### config.mk
export PLATFORM = sky130hd
export DESIGN_NAME = muldiv_unit_flat
export DESIGN_NICKNAME = d
export VERILOG_FILES = /design/src/rtl/muldiv_if.sv /design/src/rtl/muldiv_unit.sv /design/src/flat_wrapper.sv
export SDC_FILE = /design/constraint.sdc
export NUM_CORES = 1
export LEC_CHECK = 0
export CORE_ASPECT_RATIO = 0.9
export CORE_MARGIN = 2
export CORE_UTILIZATION = 43
export DETAILED_ROUTE_END_ITERATION = 6
export PLACE_DENSITY_LB_ADDON = 0.12
export SYNTH_ARGS = -nofsm -noshare
export SYNTH_HDL_FRONTEND = slang
export SYNTH_SLANG_ARGS = --single-unit
### constraint.sdc
create_clock -name Clk -period 2.6 [get_ports Clk]
set_input_delay 0.39 -clock Clk [delete_from_list [all_inputs] [get_ports Clk]]
set_output_delay 0.39 -clock Clk [all_outputs]
set_load 0.05 [all_outputs]
### src/rtl/muldiv_if.sv
`default_nettype none
// ============================================================================
// Module   : muldiv_if
// Brief    : Operation interface between the execute stage and muldiv_unit.
// Revision : 1.0 - initial release
// ============================================================================
interface muldiv_if #(
   parameter int WIDTH = 16
);
   logic             Start;
   logic [1:0]       MDOp;
   logic [WIDTH-1:0] Operand1;
   logic [WIDTH-1:0] Operand2;
   logic [WIDTH-1:0] Result;
   logic [WIDTH-1:0] ResultHi;
   logic             Zero;
   logic             Busy;
   logic             Done;
   logic             DivByZero;
   logic             OpErr;

   modport master (
      output Start, MDOp, Operand1, Operand2,
      input  Result, ResultHi, Zero, Busy, Done, DivByZero, OpErr
   );

   modport slave (
      input  Start, MDOp, Operand1, Operand2,
      output Result, ResultHi, Zero, Busy, Done, DivByZero, OpErr
   );
endinterface
`default_nettype wire

### src/rtl/muldiv_unit.sv
`default_nettype none
// ============================================================================
// Module   : muldiv_unit
// Brief    : Iterative 16-bit multiply/divide, one bit per clock.
//            Divider is built only when MULDIV_DIV_EN is defined.
// Revision : 1.0 - initial release
// ============================================================================
module muldiv_unit #(
   parameter int WIDTH = 16
) (
   input  wire logic Clk,
   input  wire logic Reset_n,
   muldiv_if.slave   bus
);
   localparam int         c_cw      = $clog2(WIDTH);
   localparam logic [1:0] c_st_idle = 2'd0;
   localparam logic [1:0] c_st_run  = 2'd1;
   localparam logic [1:0] c_st_fin  = 2'd2;

   logic [1:0]         r_state;
   logic [c_cw-1:0]    r_cnt;
   logic [WIDTH-1:0]   r_mag;
   logic [WIDTH-1:0]   r_hi;
   logic [WIDTH-1:0]   r_lo;
   logic               r_neg_lo;
   logic [WIDTH-1:0]   r_result;
   logic [WIDTH-1:0]   r_result_hi;
   logic               r_zero;
   logic               r_done;
   logic               r_dbz;
   logic               r_operr;

   logic               w_signed;
   logic [WIDTH-1:0]   w_mag1;
   logic [WIDTH-1:0]   w_mag2;
   logic [WIDTH:0]     w_add;
   logic [2*WIDTH-1:0] w_prod;

   assign w_signed = ~bus.MDOp[0];
   assign w_mag1   = (w_signed && bus.Operand1[WIDTH-1]) ? -bus.Operand1 : bus.Operand1;
   assign w_mag2   = (w_signed && bus.Operand2[WIDTH-1]) ? -bus.Operand2 : bus.Operand2;
   // Shift-add: r_hi accumulates, r_lo holds the multiplier shifting out LSB first
   assign w_add    = {1'b0, r_hi} + (r_lo[0] ? {1'b0, r_mag} : {(WIDTH+1){1'b0}});
   assign w_prod   = r_neg_lo ? -{r_hi, r_lo} : {r_hi, r_lo};

`ifdef MULDIV_DIV_EN
   logic               r_isdiv;
   logic               r_dbz_pend;
   logic               r_neg_hi;
   logic [WIDTH:0]     w_sh;
   logic [WIDTH+1:0]   w_diff;
   logic [WIDTH-1:0]   w_quo;
   logic [WIDTH-1:0]   w_rem;

   // Restoring divide: r_hi is the partial remainder, r_lo shifts dividend out / quotient in
   assign w_sh   = {r_hi, r_lo[WIDTH-1]};
   assign w_diff = {1'b0, w_sh} - {2'b00, r_mag};
   assign w_quo  = r_neg_lo ? -r_lo : r_lo;
   assign w_rem  = r_neg_hi ? -r_hi : r_hi;
`else
   logic               r_operr_pend;
`endif

   always_ff @(posedge Clk or negedge Reset_n) begin
      if (!Reset_n) begin
         r_state     <= c_st_idle;
         r_cnt       <= '0;
         r_mag       <= '0;
         r_hi        <= '0;
         r_lo        <= '0;
         r_neg_lo    <= 1'b0;
         r_result    <= '0;
         r_result_hi <= '0;
         r_zero      <= 1'b0;
         r_done      <= 1'b0;
         r_dbz       <= 1'b0;
         r_operr     <= 1'b0;
`ifdef MULDIV_DIV_EN
         r_isdiv     <= 1'b0;
         r_dbz_pend  <= 1'b0;
         r_neg_hi    <= 1'b0;
`else
         r_operr_pend <= 1'b0;
`endif
      end else begin
         r_done <= 1'b0;
         case (r_state)
            c_st_idle: begin
               if (bus.Start) begin
                  r_lo     <= w_mag1;
                  r_hi     <= '0;
                  r_mag    <= w_mag2;
                  r_cnt    <= c_cw'(WIDTH-1);
                  r_neg_lo <= w_signed & (bus.Operand1[WIDTH-1] ^ bus.Operand2[WIDTH-1]);
                  r_state  <= c_st_run;
`ifdef MULDIV_DIV_EN
                  r_isdiv    <= bus.MDOp[1];
                  r_neg_hi   <= w_signed & bus.Operand1[WIDTH-1];
                  r_dbz_pend <= 1'b0;
                  if (bus.MDOp[1] && (bus.Operand2 == '0)) begin
                     r_lo       <= bus.Operand1;
                     r_dbz_pend <= 1'b1;
                     r_state    <= c_st_fin;
                  end
`else
                  r_operr_pend <= bus.MDOp[1];
                  if (bus.MDOp[1]) begin
                     r_state <= c_st_fin;
                  end
`endif
               end
            end

            c_st_run: begin
`ifdef MULDIV_DIV_EN
               if (r_isdiv) begin
                  if (!w_diff[WIDTH+1]) begin
                     r_hi <= w_diff[WIDTH-1:0];
                  end else begin
                     r_hi <= w_sh[WIDTH-1:0];
                  end
                  r_lo <= {r_lo[WIDTH-2:0], ~w_diff[WIDTH+1]};
               end else begin
                  r_hi <= w_add[WIDTH:1];
                  r_lo <= {w_add[0], r_lo[WIDTH-1:1]};
               end
`else
               r_hi <= w_add[WIDTH:1];
               r_lo <= {w_add[0], r_lo[WIDTH-1:1]};
`endif
               if (r_cnt == '0) begin
                  r_state <= c_st_fin;
               end else begin
                  r_cnt <= r_cnt - 1'b1;
               end
            end

            c_st_fin: begin
               r_done  <= 1'b1;
               r_state <= c_st_idle;
               r_dbz   <= 1'b0;
               r_operr <= 1'b0;
`ifdef MULDIV_DIV_EN
               if (r_dbz_pend) begin
                  r_result    <= '1;
                  r_result_hi <= r_lo;
                  r_zero      <= 1'b0;
                  r_dbz       <= 1'b1;
               end else if (r_isdiv) begin
                  r_result    <= w_quo;
                  r_result_hi <= w_rem;
                  r_zero      <= (w_quo == '0);
               end else begin
                  r_result    <= w_prod[WIDTH-1:0];
                  r_result_hi <= w_prod[2*WIDTH-1:WIDTH];
                  r_zero      <= (w_prod[WIDTH-1:0] == '0);
               end
`else
               if (r_operr_pend) begin
                  r_result    <= '0;
                  r_result_hi <= '0;
                  r_zero      <= 1'b1;
                  r_operr     <= 1'b1;
               end else begin
                  r_result    <= w_prod[WIDTH-1:0];
                  r_result_hi <= w_prod[2*WIDTH-1:WIDTH];
                  r_zero      <= (w_prod[WIDTH-1:0] == '0);
               end
`endif
            end

            default: r_state <= c_st_idle;
         endcase
      end
   end

   assign bus.Result    = r_result;
   assign bus.ResultHi  = r_result_hi;
   assign bus.Zero      = r_zero;
   assign bus.Busy      = (r_state != c_st_idle);
   assign bus.Done      = r_done;
   assign bus.DivByZero = r_dbz;
   assign bus.OpErr     = r_operr;
endmodule
`default_nettype wire

### src/flat_wrapper.sv
// flat-port wrapper written by rule: the top's interface ports become plain ports
module muldiv_unit_flat 
#(
   parameter int WIDTH = 16
)
  (Clk, Reset_n, bus_Start, bus_MDOp, bus_Operand1, bus_Operand2, bus_Result, bus_ResultHi, bus_Zero, bus_Busy, bus_Done, bus_DivByZero, bus_OpErr);
  muldiv_if #(.WIDTH(WIDTH)) bus_i ();
  input  wire logic Clk;
  input  wire logic Reset_n;
  input wire logic [$bits(bus_i.Start)-1:0] bus_Start;
  input wire logic [$bits(bus_i.MDOp)-1:0] bus_MDOp;
  input wire logic [$bits(bus_i.Operand1)-1:0] bus_Operand1;
  input wire logic [$bits(bus_i.Operand2)-1:0] bus_Operand2;
  output wire logic [$bits(bus_i.Result)-1:0] bus_Result;
  output wire logic [$bits(bus_i.ResultHi)-1:0] bus_ResultHi;
  output wire logic [$bits(bus_i.Zero)-1:0] bus_Zero;
  output wire logic [$bits(bus_i.Busy)-1:0] bus_Busy;
  output wire logic [$bits(bus_i.Done)-1:0] bus_Done;
  output wire logic [$bits(bus_i.DivByZero)-1:0] bus_DivByZero;
  output wire logic [$bits(bus_i.OpErr)-1:0] bus_OpErr;
  assign bus_i.Start = bus_Start;
  assign bus_i.MDOp = bus_MDOp;
  assign bus_i.Operand1 = bus_Operand1;
  assign bus_i.Operand2 = bus_Operand2;
  assign bus_Result = bus_i.Result;
  assign bus_ResultHi = bus_i.ResultHi;
  assign bus_Zero = bus_i.Zero;
  assign bus_Busy = bus_i.Busy;
  assign bus_Done = bus_i.Done;
  assign bus_DivByZero = bus_i.DivByZero;
  assign bus_OpErr = bus_i.OpErr;
  muldiv_unit #(.WIDTH(WIDTH)) u_core (.Clk(Clk), .Reset_n(Reset_n), .bus(bus_i));
endmodule
==> impl_metrics.json, run 1 <==
{
  "cp_slowest_stage_delay_ns": 0.45,
  "p_leak_nw": 3.045,
  "num_io_pins": 74,
  "rows": 40,
  "synth_edf_count": 0,
  "drc": 0,
  "die_area_sq_um": 14430,
  "cts.clk_slew.worst_paths_ns": 0.07,
  "initialDrtViolationCount": 300,
  "antennaDiodeCount": 0,
  "place_ws_ns": 0.08453,
  "slowest_stage": "dfrtp_2",
  "clk_latency_ns": 0.35,
  "finClkSkew_ns": 0.01216,
  "power_density_nw_per_um2": 1232,
  "swShare_pct": 46.35,
  "hp-class": "in -> async",
  "internal-power_mw": 4.724,
  "rsz0062_at_grt": "yes",
  "period_share_pct": 95.02,
  "fillers": 1205,
  "cts_root_buf": "clkbuf_16",
  "antenna_found_initial": 0,
  "grt_pass1_vias": 4782,
  "htreeDepth": 3,
  "crit_path_cell_trace": "buf_4 > and2_1 > ha_1 > a2111o_1 > o211ai_1 > a31oi_2 > a221o_1",
  "async_flop_share_pct": 100.0,
  "worstPathArrival_ns": 2.70,
  "crit_family": "compound AO/OA/AOI/OAI gates",
  "dp_hpwl_um": 11010,
  "crit_type": "reg -> reg",
  "start_util_pct": 43.72,
  "area_growth_pct": 23.26,
  "timing.final.hold_violations": 0,
  "first_pass_iters": 5,
  "p_seq_share_pct": 29.9,
  "placed_cells": 902,
  "p_comb_share_pct": 53.6,
  "die_w_um": 126.4,
  "synth.avg_cell_area_sq_um": 8.577,
  "routabilityCongestion": 0.9030,
  "drive_above_1_share_pct": 8.655,
  "cts.sinks": 91,
  "syn_inst": 676,
  "vias_per_cell": 5.596,
  "ys_ff_latch": 91,
  "vdd_drop_max_mv": 0.4858,
  "cts_hold_buf": 0,
  "slew_headroom_pct": 58.53,
  "track_usage_pct": 20.75,
  "num_vias": 5143,
  "fin_cells": 919,
  "finalMaxSlewViolations": 0,
  "synth.cell_area_sq_um": 5798,
  "wire_per_inst_um": 15.67,
  "p_total_mw": 8.805,
  "cp-start-kind": "flip-flop",
  "clockBufferDepth": 2,
  "die_h_um": 114.2,
  "worst-path-max-fanout": 9,
  "finalSetupViolCount": 0,
  "ant_nets": 0,
  "min_period_ns": 2.470,
  "grt_max_degree": 48,
  "synth.yosys.seq_area_share_pct": 39.27,
  "overflow": 0,
  "grt_pass1_wl_um": 24240,
  "fin_setup_tns_ns": 0,
  "clockPowerShare_pct": 16.5,
  "status": "completed",
  "ys.flop_type": "dfrtp_1",
  "cp.required_ns": 2.83,
  "wl_um": 14400,
  "worst_pin_slew_ns": 0.6221,
  "cts_tree": "done",
  "core_sq_um": 13260,
  "cap_violations": 0,
  "yosys_warnings": 0,
  "yosys.cell_types.count": 63,
  "cp_num_buf_inv": 1,
  "p_switching_mw": 4.081,
  "fmax_ghz": 0.4048,
  "syn_nets": 735,
  "end_kind": "flip-flop",
  "setup_slack_ns": 0.1296,
  "nNetsFinal": 805,
  "port_buffers": 72,
  "cts_buffers": 9
}
logic make-up after synthesis:
family          synth area share (%)
compound gates                 21.04
xor+xnor                       9.970
fa+ha+maj                      4.877
buf+inv                        4.294
flops                          39.27
mux                           0.8848
other cells                  0.06468
simple gates                   19.59
flip-flops by register name (all words and copies together), names as in the netlist, 2 cells and up:
name / flops
u_core.r_mag: 16
u_core.r_hi: 16
u_core.r_cnt: 4
u_core.r_state: 2
u_core.bus.Result: 16
u_core.r_lo: 16
u_core.bus.ResultHi: 16
worst paths after layout:
check	from	end	slack, ns	depth (start not counted)
setup / recovery	u_core.r_lo[0]	u_core.r_hi[15]	0.13	7
hold / removal	Reset_n	u_core.bus.Result[9]	0.05	1
setup reg to reg	u_core.r_lo[0]	u_core.r_hi[15]	0.13	7
hold reg to reg	u_core.r_mag[6]	u_core.r_mag[6]	0.47	2
max in group asynchronous	Reset_n	u_core.r_lo[0]	1.88	2
min in group Clk	u_core.r_mag[6]	u_core.r_mag[6]	0.47	2
cells in the final DEF, fill, tap and decap left out, types with 7 or more instances in the layout:
cell | Yosys | routed
dfrtp_1 | 91 | 90
a22oi_1 | 13 | 13
ha_1 | 21 | 20
a21oi_1 | 35 | 34
nand3_1 | 9 | 9
nand4_1 | 8 | 8
buf_4 | 1 | 27
nand2b_1 | 7 | 7
xor2_1 | 37 | 37
nor3_1 | 17 | 17
o31ai_1 | 21 | 21
clkbuf_16 | 0 | 9
inv_1 | 20 | 20
clkdlybuf4s50_1 | 0 | 71
nand2_1 | 91 | 91
nor2_1 | 40 | 40
xnor2_1 | 29 | 29
and2_1 | 18 | 18
o21ai_0 | 77 | 77
metal layers:
metal | track usage, % | share of wire, % | vias to the layer above | wire, um
met5 | 0 | 0 | - | 0
met4 | 4.762 | 1.1 | 0 | 159
met3 | 4.907 | 6.6 | 15 | 945
met2 | 30.70 | 43 | 199 | 6142
met1 | 30.88 | 50 | 2385 | 7150
li1 | - | - | 2544 | -
cell usage after synthesis, types with 8 or more instances:
| master | instances | area [sq um] |
|---|---|---|
| nand3_1 | 9 | 45.04 |
| a21oi_1 | 35 | 175.2 |
| inv_1 | 20 | 75.07 |
| a22oi_1 | 13 | 97.59 |
| xor2_1 | 37 | 324.1 |
| xnor2_1 | 29 | 254.0 |
| nand2_1 | 91 | 341.6 |
| ha_1 | 21 | 262.8 |
| nor3_1 | 17 | 85.08 |
| o31ai_1 | 21 | 157.7 |
| clkbuf_1 | 32 | 120.1 |
| nand4_1 | 8 | 50.05 |
| dfrtp_1 | 91 | 2277 |
| o21ai_0 | 77 | 385.4 |
| and2_1 | 18 | 112.6 |
| nor2_1 | 40 | 150.1 |
metrics by stage:
step                      instance area, sq um  utilization, %  hold WS (ns)
final                                     7147           53.89       0.04724
after global routing                      7147           53.89       0.08677
after CTS                                 7113           53.63       0.06479
after detailed placement                  6780           51.12        0.4468
after global placement                    6780           51.12        0.4491
after floorplan                           5798               -       0.09441
layout make-up:
type	instances	area [sq um]	share of cell area, %
timing repair buffer	100	953.4	13.34
multi-input combinational	524	3297	46.13
sequential	91	2278	31.88
inverter	20	75.07	1.050
clock inverter	6	93.84	1.313
clock buffer	10	239.0	3.344
tap	168	210.2	2.941
worst register-to-register path: stages, from the launching register on:
cell and delay [ns]:
dfrtp_2 0.45, buf_4 0.17, and2_1 0.14, ha_1 0.33, a2111o_1 0.40, o211ai_1 0.37, a31oi_2 0.18, a221o_1 0.32
power by group through the flow:
stage / clock, mW / combinational (mW) / sequential, mW
2_1_floorplan: 0 / 2.66 / 3.14
3_3_place_gp: 0 / 4.60 / 2.62
3_5_place_dp: 0 / 4.66 / 2.66
4_1_cts: 1.48 / 4.68 / 2.63
5_1_grt: 1.55 / 5.18 / 2.73
6_report: 1.45 / 4.72 / 2.64
what timing repair did:
| item | CTS | global route |
|---|---|---|
| endpoints found under the hold margin | 0 | 0 |
| endpoints found under the setup margin | 0 | 8 |
| gates resized for setup | 0 | 8 |
| buffers inserted | 0 | 1 |
Power figures use the tool's default switching activity.
==> run 2: changes to the inputs <==
--- a/config.mk
+++ b/config.mk
@@ -9,7 +9,8 @@
 export CORE_MARGIN = 2
 export CORE_UTILIZATION = 43
 export DETAILED_ROUTE_END_ITERATION = 6
-export PLACE_DENSITY_LB_ADDON = 0.12
+export PLACE_DENSITY = 0.71
+export SKIP_LAST_GASP = 1
 export SYNTH_ARGS = -nofsm -noshare
 export SYNTH_HDL_FRONTEND = slang
 export SYNTH_SLANG_ARGS = --single-unit
==> constraint.sdc (replaced) <==
create_clock -name Clk -period 2.4 [get_ports Clk]
set_input_delay 0.36 -clock Clk [delete_from_list [all_inputs] [get_ports Clk]]
set_output_delay 0.36 -clock Clk [all_outputs]
set_load 0.05 [all_outputs]
==> impl_metrics.json, run 2 (synthesis gave the netlist of run 1 again) <==
{
  "status": "completed",
  "hp-class": "in -> async",
  "multi_input_area_sq_um": 3503,
  "timing.final.hold_violations": 0,
  "vias_per_cell": 5.616,
  "crit_family": "compound AO/OA/AOI/OAI gates",
  "antennaDiodeCount": 0,
  "wl_um": 15470,
  "cp_slowest_stage_delay_ns": 0.45,
  "finalSetupViolCount": 0,
  "die_area_sq_um": 14430,
  "drive_above_1_share_pct": 15.50,
  "rsz0062_at_grt": "yes",
  "first_pass_iters": 5,
  "crit_path_cell_trace": "buf_4 > and2_1 > ha_4 > a21oi_4 > o21ai_0 > a211o_1 > o21a_1 > or3b_2 > nand3_1",
  "antenna_found_initial": 0,
  "rows": 40,
  "num_io_pins": 74,
  "finClkSkew_ns": 0.01329,
  "layout_commonest_cell": "nand2_1",
  "fin_area_sq_um": 7584,
  "layout_common_cells": "nand2_1, dfrtp_1, o21ai_0",
  "htreeDepth": 3,
  "vdd_drop_max_mv": 0.5213,
  "wire_per_inst_um": 16.19,
  "fin_setup_tns_ns": 0,
  "fmax_ghz": 0.4176,
  "start_util_pct": 43.72,
  "dp_hpwl_um": 11730,
  "drc": 0,
  "cts.clk_slew.worst_paths_ns": 0.06,
  "worstPathArrival_ns": 2.68,
  "fin_cells": 955,
  "worst-path-max-fanout": 11,
  "cts.sinks": 91,
  "cap_violations": 0,
  "cp.required_ns": 2.68,
  "period_share_pct": 99.78,
  "grt_pass1_vias": 5026,
  "slew_headroom_pct": 56.26,
  "initialDrtViolationCount": 349,
  "die_w_um": 126.4,
  "cts_buffers": 9,
  "cts_tree": "done",
  "cp-start-kind": "flip-flop",
  "die_h_um": 114.2,
  "register_area_sq_um": 2280,
  "cts_root_buf": "clkbuf_16",
  "routabilityCongestion": 0.9081,
  "cp_num_buf_inv": 1,
  "worst_pin_slew_ns": 0.6560,
  "core_sq_um": 13260,
  "place_ws_ns": -0.06669,
  "min_period_ns": 2.395,
  "placed_cells": 930,
  "holdWs_ns": 0.4732,
  "grt_max_degree": 47,
  "setup_slack_ns": 0.005268,
  "clockBufferDepth": 2,
  "track_usage_pct": 21.64,
  "overflow": 0,
  "place_area_sq_um": 7007,
  "area_growth_pct": 30.79,
  "grt_pass1_wl_um": 25080,
  "power_density_nw_per_um2": 1315,
  "fillers": 1150,
  "p_leak_nw": 3.207,
  "num_vias": 5363,
  "end_kind": "flip-flop",
  "clk_latency_ns": 0.36,
  "slowest_stage": "or3b_2",
  "ant_nets": 0,
  "crit_type": "reg -> reg",
  "port_buffers": 72,
  "nNetsFinal": 841,
  "finalMaxSlewViolations": 0
}
## run 2: cell types whose count changed in the layout (fill, tap and decap cells not counted), moves of 2 or more
cell	delta
buf_4	+35
ha_1	-5
ha_4	+5
and2_1	-2
and2_4	+2
bufinv_16	-2
clkinvlp_4	+2
o21ai_0	-2
o21ai_4	+2
xor2_1	-2
xor2_2	+2
## run 2: layer usage
metal	vias to the layer above	global-route usage [%]	wire (um)	share of wire [%]
li1	2614	-	-	-
met1	2528	30.37	7163	46
met2	200	33.16	6915	45
met3	21	4.860	1125	7.3
met4	0	7.473	261	1.7
met5	-	0	0	0
## run 2: timing repair
| item | in CTS | in global routing |
|---|---|---|
| buffers inserted | 1 | 7 |
| resized for setup | 6 | 34 |
| setup endpoints to repair | 9 | 16 |
| endpoints found under the hold margin | 26 | 0 |
| pin swaps | 5 | 14 |
| hold buffers | 1 | 0 |
## run 2: worst paths after layout
| path | from | cells after the start | end | slack (ns) |
|---|---|---|---|---|
| worst max-delay path | u_core.r_lo[0] | 9 | u_core.r_hi[14] | 0.005 |
| max in group asynchronous | Reset_n | 3 | u_core.r_lo[8] | 1.25 |
| worst min register to register | u_core.r_mag[7] | 2 | u_core.r_mag[7] | 0.48 |
| worst min-delay path | Reset_n | 2 | u_core.r_lo[15] | 0.47 |
| worst max register to register | u_core.r_lo[0] | 9 | u_core.r_hi[14] | 0.005 |
| min in group Clk | u_core.r_mag[7] | 2 | u_core.r_mag[7] | 0.48 |
## run 2: per-stage QoR
stage                     total power, mW  utilization [%]
after floorplan                     6.310                -
after global placement              8.062            52.83
after detailed placement            8.253            52.83
after CTS                           9.679            55.40
after global routing                10.68            57.18
final                               9.971            57.18
## run 2: where the power goes
part           total [mW]  switching (mW)  leakage, nW  internal, mW
Combinational        5.82            3.48         1.92          2.34
Sequential           2.78           0.601         1.16          2.18
Clock                1.37           0.612        0.134         0.760
## run 2: layout make-up
| type | instances | share of cell area, % |
|---|---|---|
| clock buffers | 11 | 3.333 |
| repair buffers | 136 | 16.17 |
| multi-input cells | 524 | 46.20 |
| flip-flops and latches | 91 | 30.06 |
| well taps | 168 | 2.772 |
| inverters | 20 | 0.9899 |
| clock inverters | 5 | 0.4785 |
==> RTL edit 1: new RTL, settings of run 1 <==
`WIDTH` is set to 16 in 3 places; all go to 8.
--- a/src/rtl/muldiv_if.sv
+++ b/src/rtl/muldiv_if.sv
@@ -7,3 +7,3 @@
 interface muldiv_if #(
-   parameter int WIDTH = 16
+   parameter int WIDTH = 8
 );
--- a/src/rtl/muldiv_unit.sv
+++ b/src/rtl/muldiv_unit.sv
@@ -8,3 +8,3 @@
 module muldiv_unit #(
-   parameter int WIDTH = 16
+   parameter int WIDTH = 8
 ) (
--- a/src/flat_wrapper.sv
+++ b/src/flat_wrapper.sv
@@ -3,3 +3,3 @@
 #(
-   parameter int WIDTH = 16
+   parameter int WIDTH = 8
 )
Interface: changed (resized bus_Operand1, bus_Operand2, bus_Result and bus_ResultHi); port bits go from 74 to 42. The function was not compared with the original's and may differ.
==> RTL edit 1 against run 1 <==
- core utilization fell by 0.17 points
- sequential share of layout area rose by 2.9 points
- non-clock buffer count down 52
- final area is 50% lower
- routed wire length decreased by 56%
- synthesized cell count decreased by 51%
- critical path depth is the same
- worst setup slack improved by 0.11 ns
- via count fell by 52%
- sequential cell count down 41
- power fell by 51%
- global-route usage decreased by 3.1 points
- first-iteration DRC count decreased by 54%
- the flow now finishes with violations (hold timing)
- area after synthesis decreased by 48%
==> RTL edit 1: results (changes against run 1) <==
Outcome
  – Run status: finished with violations
  – Failing checks: hold timing

Drt
  – Routed wl met3: 201 um (-79%)
  – Vias per inst: 5.32 (-5.0%)
  – First-pass DRT Iterations: 4 (-1)
  – Routed wire length: 6330 um (-56%)
  – Wl on met1: 3290 um (-54%)
  – Met2 Routed Length: 2770 um (-55%)
  – Iter 0 DRT Violations: 139 (-54%)

Global routing
  – Largest net degree at the start of global routing: 29 (-40%)
  – GRT Util Overall: 17.7% (-3.1 points)
  – Via count of the first global-routing pass: 2290 (-52%)

CTS
  – CTS buffer count: 5 (-4)
  – CTS clk-pin slew, worst paths: 0.10 ns (+0.03 ns)

Final layout
  – Post-route insts no fill: 461 (-50%)
  – Final net count: 406 (-50%)
  – Filler cells: 627 (-48%)

Synthesis
  – Unique masters post-synth: 55 (-13%)
  – Post-Syn Instances: 333 (-51%)
  – Top cells by area, synth: dfrtp_1 42%, nand2_1 5.9%, ha_1 5.8%
  – Syn nets: 369 (-50%)
  – Seq/Total Area, Yosys: 41.5% (+2.3 points)

Placement
  – Cells after DPL: 453 (-50%)
  – DP HPWL: 4930 um (-55%)
  – Dpl ws: 0.199 ns (+0.114 ns)
  – GPL Wtd Cong: 0.839 (-7.1%)

Timing
  – FMAX: 423 MHz (+4.5%)
  – Fin. Hold Viols: 8 (+8)
  – Hold slack: -0.00423 ns (-0.0515 ns)
  – Max-slew headroom: 52.6% (-5.9 points)
  – Clock skew: 0.00802 ns (-0.00414 ns)

Setup path
  – CP peak stage delay: 0.54 ns (+0.09 ns)
  – Worst Path Max Fanout: 13 (+4)
  – Reg2reg setup slack: 0.24 ns (+0.11 ns)

Power and ir drop
  – Sw Ratio: 47.3% (+0.95 points)
  – VDD IR-drop max: 0.327 mV (-33%)
## RTL edit 1: cell types whose count changed after synthesis, sizes merged, moves of 18 or more
cell,delta
a21oi,-24
clkbuf,-20
dfrtp,-41
nand2,-44
nor2,-18
o21ai,-49
xor2,-27
## RTL edit 1: logic make-up after synthesis
kind of cell / Yosys count / share of synthesized area, %
AND/OR/NAND/NOR: 118 / 19.2
multiplexers: 4 / 1.33
buffers and inverters: 31 / 4.32
other: 1 / 0.125
AO/OA/AOI/OAI: 86 / 18.9
adder cells (fa/ha/maj): 15 / 6.48
XOR/XNOR: 28 / 8.14
flip-flops: 50 / 41.5
## RTL edit 1: power by group through the flow
stage	sequential (mW)	clock, mW	combinational (mW)
floorplan	1.76	0	1.44
global placement	1.50	0	2.34
detailed placement	1.51	0	2.38
CTS	1.50	0.495	2.38
global route	1.57	0.528	2.63
finish	1.50	0.478	2.37
## RTL edit 1: routing by layer
layer / global-route usage [%] / vias to the layer above
li1: - / 1246
met2: 27.6 / 55
met4: 4.07 / 0
met1: 25.5 / 1145
met3: 3.45 / 6
met5: 0 / -
## RTL edit 1: per-stage QoR
step / area [um^2] / hold slack, ns / total power [mW] / util [%]
after floorplan: 3010 / 0.0944 / 3.20 / -
after global placement: 3500 / 0.350 / 3.83 / 52.3
after detailed placement: 3500 / 0.344 / 3.89 / 52.3
after CTS: 3590 / 0.00573 / 4.38 / 53.7
after global routing: 3590 / 0.0200 / 4.73 / 53.7
final: 3590 / -0.00423 / 4.35 / 53.7
## RTL edit 1: path summary, 6_finish.rpt
path	to	from	cells after the start
max in group asynchronous	u_core.bus.Result[1]	Reset_n	2
worst max-delay path	u_core.r_hi[6]	u_core.r_lo[0]	7
worst min-delay path	u_core.bus.ResultHi[7]	Reset_n	1
worst max register to register	u_core.r_hi[6]	u_core.r_lo[0]	7
min in group Clk	u_core.r_cnt[0]	u_core.r_cnt[0]	1
worst min register to register	u_core.r_cnt[0]	u_core.r_cnt[0]	1
## RTL edit 1: cell type report
type	count	area, um^2	share of cell area [%]
Inverter	13	48.8	1.36
Sequential cell	50	1250	34.8
Multi-Input combinational cell	252	1630	45.4
Timing Repair Buffer	48	455	12.7
Clock inverter	2	12.5	0.348
Tap cell	90	113	3.13
Clock buffer	6	82.6	2.30
## RTL edit 1: timing repair
| item | 4_1_cts | 5_1_grt |
|---|---|---|
| buffers inserted | 0 | 0 |
| resized for setup | 0 | 1 |
| endpoints found under the setup margin | 0 | 1 |
==> RTL edit 2: new RTL, flow settings as in run 1 <==
Made on the original files. Reset style: synchronous (`Reset_n`), changed in one clocked block.
--- a/src/rtl/muldiv_unit.sv
+++ b/src/rtl/muldiv_unit.sv
@@ -63,3 +63,3 @@
 
-   always_ff @(posedge Clk or negedge Reset_n) begin
+   always_ff @(posedge Clk) begin
       if (!Reset_n) begin
Behaviour: differs if Reset_n is asserted again (counterexample within 4 cycles, from zero or initial values and one cycle with Reset_n low); with Reset_n held inactive, the same outputs for 10 cycles.
==> RTL edit 2 against run 1 <==
- area after synthesis fell by 6.2%
- die area fell by 5.9%
- routed wire length fell by 0.68%
- final area fell by 5.4%
- synthesized cell count rose by 3.4%
- core utilization rose by 1.5 points
- worst setup slack got worse by 0.058 ns
- sequential cell count did not move
- fmax fell by 2.3%
- sequential share of layout area fell by 4.9 points
- first-iteration DRC count rose by 22%
- via count rose by 0.37%
- critical endpoint is now u_core.bus.Zero
Power is not compared: it rests on default switching activity, and its combinational part moved more than twofold at a synthesized area within 25%.
==> RTL edit 2: results (changes against run 1) <==
Global routing
  – Met2 Resource Use GR: 31.2% (+0.49 points)
  – Via count of the first global-routing pass: 4698 (-1.8%)
  – M1 GR Usage: 32.3% (+1.4 points)
  – GR Util met3: 2.62% (-2.3 points)
  – GRT Util Overall: 21.4% (+0.61 points)
  – First-pass GRT wire length: 23400 um (-3.5%)
  – Initial antenna violation count: 0 (unchanged)
  – Largest net degree at the start of global routing: 47 (-2.1%)

CTS
  – CTS clk-pin slew, worst paths: 0.07 ns (about the same)
  – Post-CTS resize count: 0 (unchanged)
  – Root buf cell: clkbuf_16
  – Clock latency on the worst-skew pair: 0.35 ns (about the same)
  – H-tree depth: 3 (unchanged)
  – Max Root-Sink Buffers: 2 (unchanged)

Placement
  – DP HPWL: 11000 um (-0.48%)
  – Buffers added on ports: 72 (unchanged)
  – GPL Wtd Cong: 0.853 (-5.5%)

Timing
  – Clock skew: 0.00658 ns (-0.00558 ns)
  – Slew @ Worst Pin: 1.04 ns (+0.415 ns)

Setup path
  – Reg2reg start: u_core.r_lo[1]
  – Worst Path Max Fanout: 6 (-3)
  – Critical path's top delay family: simple AND/OR/NAND/NOR gates
  – CP peak stage delay: 0.40 ns (-0.05 ns)
  – CP arrival: 2.75 ns (+0.05 ns)
  – Reg2reg setup slack: 0.07 ns (-0.06 ns)
  – CP max-delay cell: or3b_4
  – Critical path type: reg -> reg
  – FF-to-FF End: u_core.bus.Zero
  – R2R cell count: 9 (+2)

Drt
  – Wl on met1: 7280 um (+1.8%)
  – Met2 Routed Length: 6060 um (-1.4%)
  – Iter 0 DRT Violations: 366 (+22%)
  – Drt wl/cell: 15.3 um (-2.4%)
  – Routed wl met3: 772 um (-18%)
  – Vias per inst: 5.52 (-1.3%)

Power and ir drop
  – VDD IR-drop max: 0.313 mV
  – Pleak: 2.60 nW
  – Comb pwr: 769 uW

Synthesis
  – Unique masters post-synth: 61 (-3.2%)
  – Most common library cells after synthesis: 93 x nand2_1, 91 x dfxtp_1, 67 x nor2_1
  – Syn nets: 758 (+3.1%)
  – Top cells by area, synth: dfxtp_1 33%, nand2_1 6.4%, xor2_1 6.0%
  – Dominant synthesized flop cell: dfxtp_1
  – Compound-gate portion of the synthesized area: 22.4% (+1.4 points)
  – Post-Synth Adder-Cell Area: 5.20% (+0.32 points)
  – Xor/xnor share of the synthesized area: 10.8% (+0.81 points)
  – Seq/Total Area, Yosys: 33.5% (-5.8 points)
  – Post-synthesis mux area share: 0.828% (-0.057 points)
  – FFs w/ async S/R, synth: 0% (-100 points)

Outcome
  – Run status: completed

Final layout
  – Ratio of cells with drive above 1 in the final layout: 8.13% (-0.53 points)
  – Final net count: 829 (+3.0%)
  – Ant. Diodes: 0 (unchanged)

Min path
  – WHS Endpoint: u_core.bus.ResultHi[11]
  – Hold Crit Start: u_core.bus.ResultHi[11]
  – Hold WC Path Type: reg -> reg
RTL edit 2: cell types whose count changed after synthesis, moves of 8 or more:
cell,before,now
dfrtp_1,91,0
nor2_1,40,67
a22oi_1,13,21
o21ai_0,77,43
o31ai_1,21,8
dfxtp_1,0,91
a21oi_1,35,49
RTL edit 2: final cells by class:
| type | count | area, um^2 |
|---|---|---|
| repair buffers | 103 | 953 |
| clock buffers | 12 | 246 |
| clock inverters | 4 | 73.8 |
| multi-input cells | 546 | 3390 |
| flip-flops and latches | 91 | 1820 |
| fillers | 1151 | 5460 |
| inverters | 19 | 71.3 |
| well taps | 160 | 200 |
RTL edit 2: through the flow:
stage	worst slack (ns)	hold slack, ns	std cells	instance area [um^2]
floorplan	0.0496	0.427	699	5450
global placement	0.143	0.437	919	6430
detailed placement	0.0933	0.441	919	6430
CTS	0.0815	0.450	935	6750
global route	-0.00792	0.461	935	6760
finish	0.0715	0.448	935	6760
